[src/rtl/tilemap_fetcher.sv]
// Two-layer tilemap fetcher: per 8-pixel period fetches layer B then layer A
// (VRAM entry, then GFX ROM line) and drives each layer's pixel shifter.
module tilemap_fetcher (
  input  logic        i_EMU_MCLK,
  input  logic        i_EMU_INITRST_n,
  input  logic        i_EMU_CLK6MPCEN_n,
  input  logic [8:0]  i_ABS_H,
  input  logic [7:0]  i_ABS_V,
  input  logic        i_HBLANK_n,
  input  logic [8:0]  i_A_SCROLLX,
  input  logic [8:0]  i_B_SCROLLX,
  input  logic [7:0]  i_A_SCROLLY,
  input  logic [7:0]  i_B_SCROLLY,
  output logic [11:0] o_VRAM_ADDR,
  input  logic [15:0] i_VRAM_DATA,
  output logic [12:0] o_GFXROM_ADDR,
  output logic        o_GFXROM_RD_n,
  output logic [1:0]  o_A_MODE,
  output logic [1:0]  o_B_MODE,
  output logic        o_AFF,
  output logic        o_BFF,
  output logic [3:0]  o_A_PALETTE,
  output logic [3:0]  o_B_PALETTE
);

  logic       ce;
  logic [2:0] phase, nxt_phase;
  logic [1:0] step;
  logic       lyr_b;
  logic [8:0] sx;
  logic [7:0] sy;
  logic [7:0] y_sum;
  logic [5:0] col;
  logic [2:0] loadph_a, loadph_b;
  logic       load_a, load_b;
  logic       ff_a_nxt, ff_b_nxt;

  // Slot bookkeeping; attribute words are kept as {palette[3:0], xflip}.
  logic       slot_act;
  logic [2:0] fine_y_p0;
  logic [4:0] pend_p1;
  logic [4:0] latch_a, latch_b;
  logic [3:0] pal_a_p0, pal_a_p1, pal_a_p2, pal_a_p3;

  function automatic logic [1:0] mode_sel(input logic ld, input logic blank_n, input logic ff);
    if (ld)       return 2'b11;
    if (!blank_n) return 2'b00;
    return ff ? 2'b01 : 2'b10;
  endfunction

  always_comb begin
    ce        = ~i_EMU_CLK6MPCEN_n;
    phase     = i_ABS_H[2:0];
    nxt_phase = phase + 3'd1;
    step      = phase[1:0];
    lyr_b     = ~phase[2];
    sx        = lyr_b ? i_B_SCROLLX : i_A_SCROLLX;
    sy        = lyr_b ? i_B_SCROLLY : i_A_SCROLLY;
    y_sum     = i_ABS_V + sy;
    col       = i_ABS_H[8:3] + 6'd1 + sx[8:3] + {5'd0, (sx[2:0] == 3'd7)};
    loadph_a  = i_A_SCROLLX[2:0];
    loadph_b  = i_B_SCROLLX[2:0] + 3'd4;
    load_a    = (phase == loadph_a);
    load_b    = (phase == loadph_b);
    // Mode for the next phase must see the flip that this edge loads.
    ff_a_nxt  = load_a ? latch_a[0] : o_AFF;
    ff_b_nxt  = load_b ? latch_b[0] : o_BFF;
  end

  always_ff @(posedge i_EMU_MCLK or negedge i_EMU_INITRST_n) begin
    if (!i_EMU_INITRST_n) begin
      o_VRAM_ADDR   <= '0;
      o_GFXROM_ADDR <= '0;
      o_GFXROM_RD_n <= 1'b1;
      o_A_MODE      <= '0;
      o_B_MODE      <= '0;
      o_AFF         <= 1'b0;
      o_BFF         <= 1'b0;
      o_A_PALETTE   <= '0;
      o_B_PALETTE   <= '0;
      slot_act      <= 1'b0;
      fine_y_p0     <= '0;
      pend_p1       <= '0;
      latch_a       <= '0;
      latch_b       <= '0;
      pal_a_p0      <= '0;
      pal_a_p1      <= '0;
      pal_a_p2      <= '0;
      pal_a_p3      <= '0;
    end else if (ce) begin
      // Fetch stage p0: VRAM address and fine Y at the slot boundary
      case (step)
        2'd0: begin
          o_VRAM_ADDR <= {lyr_b, y_sum[7:3], col};
          fine_y_p0   <= y_sum[2:0];
          slot_act    <= 1'b1;
        end
        // Fetch stage p1: VRAM word captured, ROM read issued for s2-s3
        2'd1: begin
          if (slot_act) begin
            pend_p1       <= {i_VRAM_DATA[15:12], i_VRAM_DATA[10]};
            o_GFXROM_ADDR <= {i_VRAM_DATA[9:0], fine_y_p0 ^ {3{i_VRAM_DATA[11]}}};
            o_GFXROM_RD_n <= 1'b0;
          end
        end
        2'd2: ;
        // Fetch stage p2: attributes move to the layer latch
        2'd3: begin
          o_GFXROM_RD_n <= 1'b1;
          if (slot_act) begin
            if (lyr_b) latch_b <= pend_p1;
            else       latch_a <= pend_p1;
          end
        end
        default: ;
      endcase

      o_A_MODE <= mode_sel(nxt_phase == loadph_a, i_HBLANK_n, ff_a_nxt);
      o_B_MODE <= mode_sel(nxt_phase == loadph_b, i_HBLANK_n, ff_b_nxt);

      if (load_a) begin
        o_AFF    <= latch_a[0];
        pal_a_p0 <= latch_a[4:1];
      end
      if (load_b) begin
        o_BFF       <= latch_b[0];
        o_B_PALETTE <= latch_b[4:1];
      end

      // Palette A pipeline p0..p3: output lands 4 enables after the load
      pal_a_p1    <= pal_a_p0;
      pal_a_p2    <= pal_a_p1;
      pal_a_p3    <= pal_a_p2;
      o_A_PALETTE <= pal_a_p3;
    end
  end

endmodule

[config.mk]
export PLATFORM = sky130hd
export DESIGN_NAME = tilemap_fetcher
export DESIGN_NICKNAME = d
export VERILOG_FILES = /design/src/rtl/tilemap_fetcher.sv
export SDC_FILE = /design/constraint.sdc
export NUM_CORES = 1
export LEC_CHECK = 0
export ABC_CLOCK_PERIOD_IN_PS = 1310
export CORE_ASPECT_RATIO = 0.75
export CORE_MARGIN = 4
export CORE_UTILIZATION = 35
export DETAILED_ROUTE_END_ITERATION = 10
export GPL_TIMING_DRIVEN = 0
export PLACE_DENSITY = 0.61
export REMOVE_ABC_BUFFERS = 1
export SLEW_MARGIN = 30
export SYNTH_ARGS = -nofsm -noshare
export SYNTH_HDL_FRONTEND = slang
export SYNTH_SLANG_ARGS = --single-unit
[constraint.sdc]
create_clock -name i_EMU_MCLK -period 1.31 [get_ports i_EMU_MCLK]
set_clock_uncertainty 0.15 [all_clocks]
set_input_delay 0.3275 -clock i_EMU_MCLK [delete_from_list [all_inputs] [get_ports i_EMU_MCLK]]
set_output_delay 0.3275 -clock i_EMU_MCLK [all_outputs]
set_load 0.1 [all_outputs]
==> metrics.yaml <==
routing:
  antenna_left: 0
  remaining_drc_errors: 0
  vias_per_cell: 4.97
  drt-initial-drc-count: 132
  post_drt_wl_per_cell_um: 17.8
  vias: 3121
  routed_wl_um: 11200
  first_pass_iters: 4
timing:
  hold-worst-slack_ns: 0.173
  finalSetupViolations: 84
  slew_violations: 0
  setup_tns_ns: -12.25
  relSlewSlack: 0.736
  fmax_ghz: 0.483
  worst_pin_slew_ns: 0.396
  rsz0062_at_grt: "yes"
  period_needed_ns: 2.07
  post-route-period-util: 1.58
  hold_viol: 0
  worst_slack_ns: -0.762
clock_tree:
  cts_root_buf: "clkbuf_16"
  clock-sinks: 75
  clock_latency_ns: 0.34
  clock_path_buffers: 2
  clkSlewWorstSetupHoldPaths_ns: 0.06
  htree_num_levels: 3
  cts_tree: "done"
  cts_buffers: 9
finish:
  drive_gt1_frac: 0.531
  nets: 576
  seq_area_um2: 1880
  fillers: 798
  stdcell_area_um2: 7060
  multi_input_area_um2: 2660
  diodes: 0
  syn2layout_area_growth_pct: 81.1
grt:
  antenna_found_initial: 0
  grt_max_degree: 42
  grt.busiest_layer: "met2"
  use_met1: 0.240
  use_met2: 0.283
  track_usage: 0.179
  grt.overflow.total: 0
  grt_pass1_wl_um: 18100
  grt_pass1_vias: 3464
  gr-usage-met3: 0.0515
place:
  dpl_cell_area_um2: 5120
  port_buffers: 110
  dp.final_hpwl_um: 6440
  place.gp.congestion: 0.728
  pre_cts_ws_ns: -1.75
floorplan:
  start_util: 0.358
  num_rows: 33
  num_io_pins: 111
  dieArea_um2: 12900
  die_x_um: 130
  core_area_um2: 10900
  chipHeight_um: 99.4
power_and_ir_drop:
  p_leak_nw: 3.13
  fin_total_pwr_mw: 13.0
  vdd_drop_max_uv: 1180
  p_per_area_nw_per_um2: 1840
min_path:
  holdPathEnd: "o_VRAM_ADDR[11]"
  whs_path_depth: 2
  hp-class: "in2reg"
  min_from: "i_ABS_H[2]"
setup_path:
  crit_type: "in2reg"
  crit_path_cell_trace: "buf_16 -> mux2_4 -> ha_4 -> fa_2 -> a21o_1 -> a31o_1 -> a2111oi_2 -> nand3b_1"
  path_buf_inv: 1
  crit_path_max_fanout: 5
  r2r_end: "latch_b[4]"
  max_stage_delay_ns: 0.37
  reg2reg_slack_ns: -0.14
  slowest_stage: "fa_2"
  endpoint_kind: "register"
  arrival_ns: 2.19
  cpLargestDelayFamily: "compound AO/OA/AOI/OAI gates"
  required_ns: 1.43
  reg2regPathDepth: 4
  reg2reg_from: "slot_act"
  start_kind: "primary input"
run:
  max-cap-violations: 0
synth:
  synth_edf_count: 0
  yosysWarnings: 0
  synthArstFlopShare: 1.00
  synth_ff_type: "dfrtp_1"
  synth.ff_latch_count: 75
  yosys-top-cells-area: "dfrtp_1 47%, mux2_2 16%, ha_1 6.4%"
  synth_cells: 317
  synth.distinct_cells: 47
  yosysTopAreaCellShare: 0.475
  yosysSeqAreaShare: 0.482
  synth_top_cell_by_area: "dfrtp_1"
  synthesis.area_um2: 3900
  avgSynthCellArea_um2: 12.3
status:
  violations: "setup timing"
  status: "finished, violations left"
cells in the mapped netlist (3+ instances only):
cell	n
dfrtp_1	74
mux2_2	56
nand2_1	25
ha_1	20
inv_1	15
o21ai_0	13
xnor2_1	9
mux2_1	8
xor2_1	8
nor2_1	7
a21oi_1	6
buf_2	5
nand3b_1	5
a21o_1	4
clkbuf_1	4
nand3_1	4
a211oi_1	3
a32oi_1	3
mux2i_1	3
nor2b_1	3
xor2_2	3
kinds of logic after synthesis:
group                      synth area share
muxes                                 0.193
adders and majority gates            0.0745
DFF                                   0.482
buffers and inverters                0.0305
xor gates and xnor gates             0.0549
and+or+nand+nor                      0.0857
AOI/OAI and AO/OA                    0.0802
sequential cells by signal, indices dropped and copies added (netlist names), 2 cells and up:
register	cells
latch_a	5
o_B_MODE	2
pal_a_p3	4
pal_a_p1	4
o_A_MODE	2
o_GFXROM_ADDR	13
pal_a_p0	4
latch_b	5
o_A_PALETTE	4
pend_p1	5
pal_a_p2	4
fine_y_p0	3
o_VRAM_ADDR	12
o_B_PALETTE	4
per-layer routing:
metal  share of wire  vias to the layer above
met2            0.49                       92
met3           0.058                       16
li1                -                     1464
met4           0.016                        0
met5               0                        -
met1            0.44                     1549
per-stage QoR:
stage	instances	util
global route	628	0.648
finish	628	0.648
floorplan	306	-
global placement	556	0.469
detailed placement	557	0.470
CTS	617	0.624
worst max path at each step:
stage / start / endpoint / slack (ns) / cells after the start
after floorplan: i_ABS_H[2] / o_VRAM_ADDR[9] / -1.0 / 7
after global placement: i_EMU_INITRST_n / o_VRAM_ADDR[3] / -2.88 / 1
after detailed placement: i_ABS_H[2] / o_VRAM_ADDR[9] / -1.75 / 8
after CTS: i_B_SCROLLX[0] / o_VRAM_ADDR[4] / -0.74 / 13
after global routing: i_B_SCROLLX[2] / o_VRAM_ADDR[4] / -0.79 / 13
final: i_ABS_H[2] / o_VRAM_ADDR[9] / -0.76 / 8
layout by cell type (no fill, tap or decap), types with 6 or more instances in the layout:
master,n
dfrtp_1,73
mux2_4,44
buf_12,43
buf_4,31
clkdlybuf4s50_1,30
mux2_2,20
nand2_1,20
ha_4,19
dlygate4sd2_1,19
buf_6,19
inv_1,10
clkbuf_16,9
xnor2_1,8
o21ai_1,6
nor2_1,6
clkdlybuf4s15_1,6
power breakdown:
| group | internal [mW] | switching (mW) |
|---|---|---|
| registers | 3.08 | 0.656 |
| logic | 3.05 | 3.87 |
| clock network | 1.30 | 1.02 |
| total | 7.43 | 5.55 |
area by class of cell:
| cell class | count | area share |
|---|---|---|
| clock inverters | 6 | 0.00691 |
| inverters | 15 | 0.00797 |
| clock buffers | 10 | 0.0324 |
| multi-input cells | 220 | 0.376 |
| well taps | 140 | 0.0248 |
| flip-flops and latches | 75 | 0.266 |
| repair buffers | 162 | 0.286 |
timing repair:
item	4_1_cts	5_1_grt
hold buffers	1	0
buffers inserted	37	12
setup endpoints to repair	99	132
hold endpoints to repair	39	0
pin swaps	62	24
gates cloned	6	0
gates resized for setup	586	38
Power figures use the tool's default switching activity.
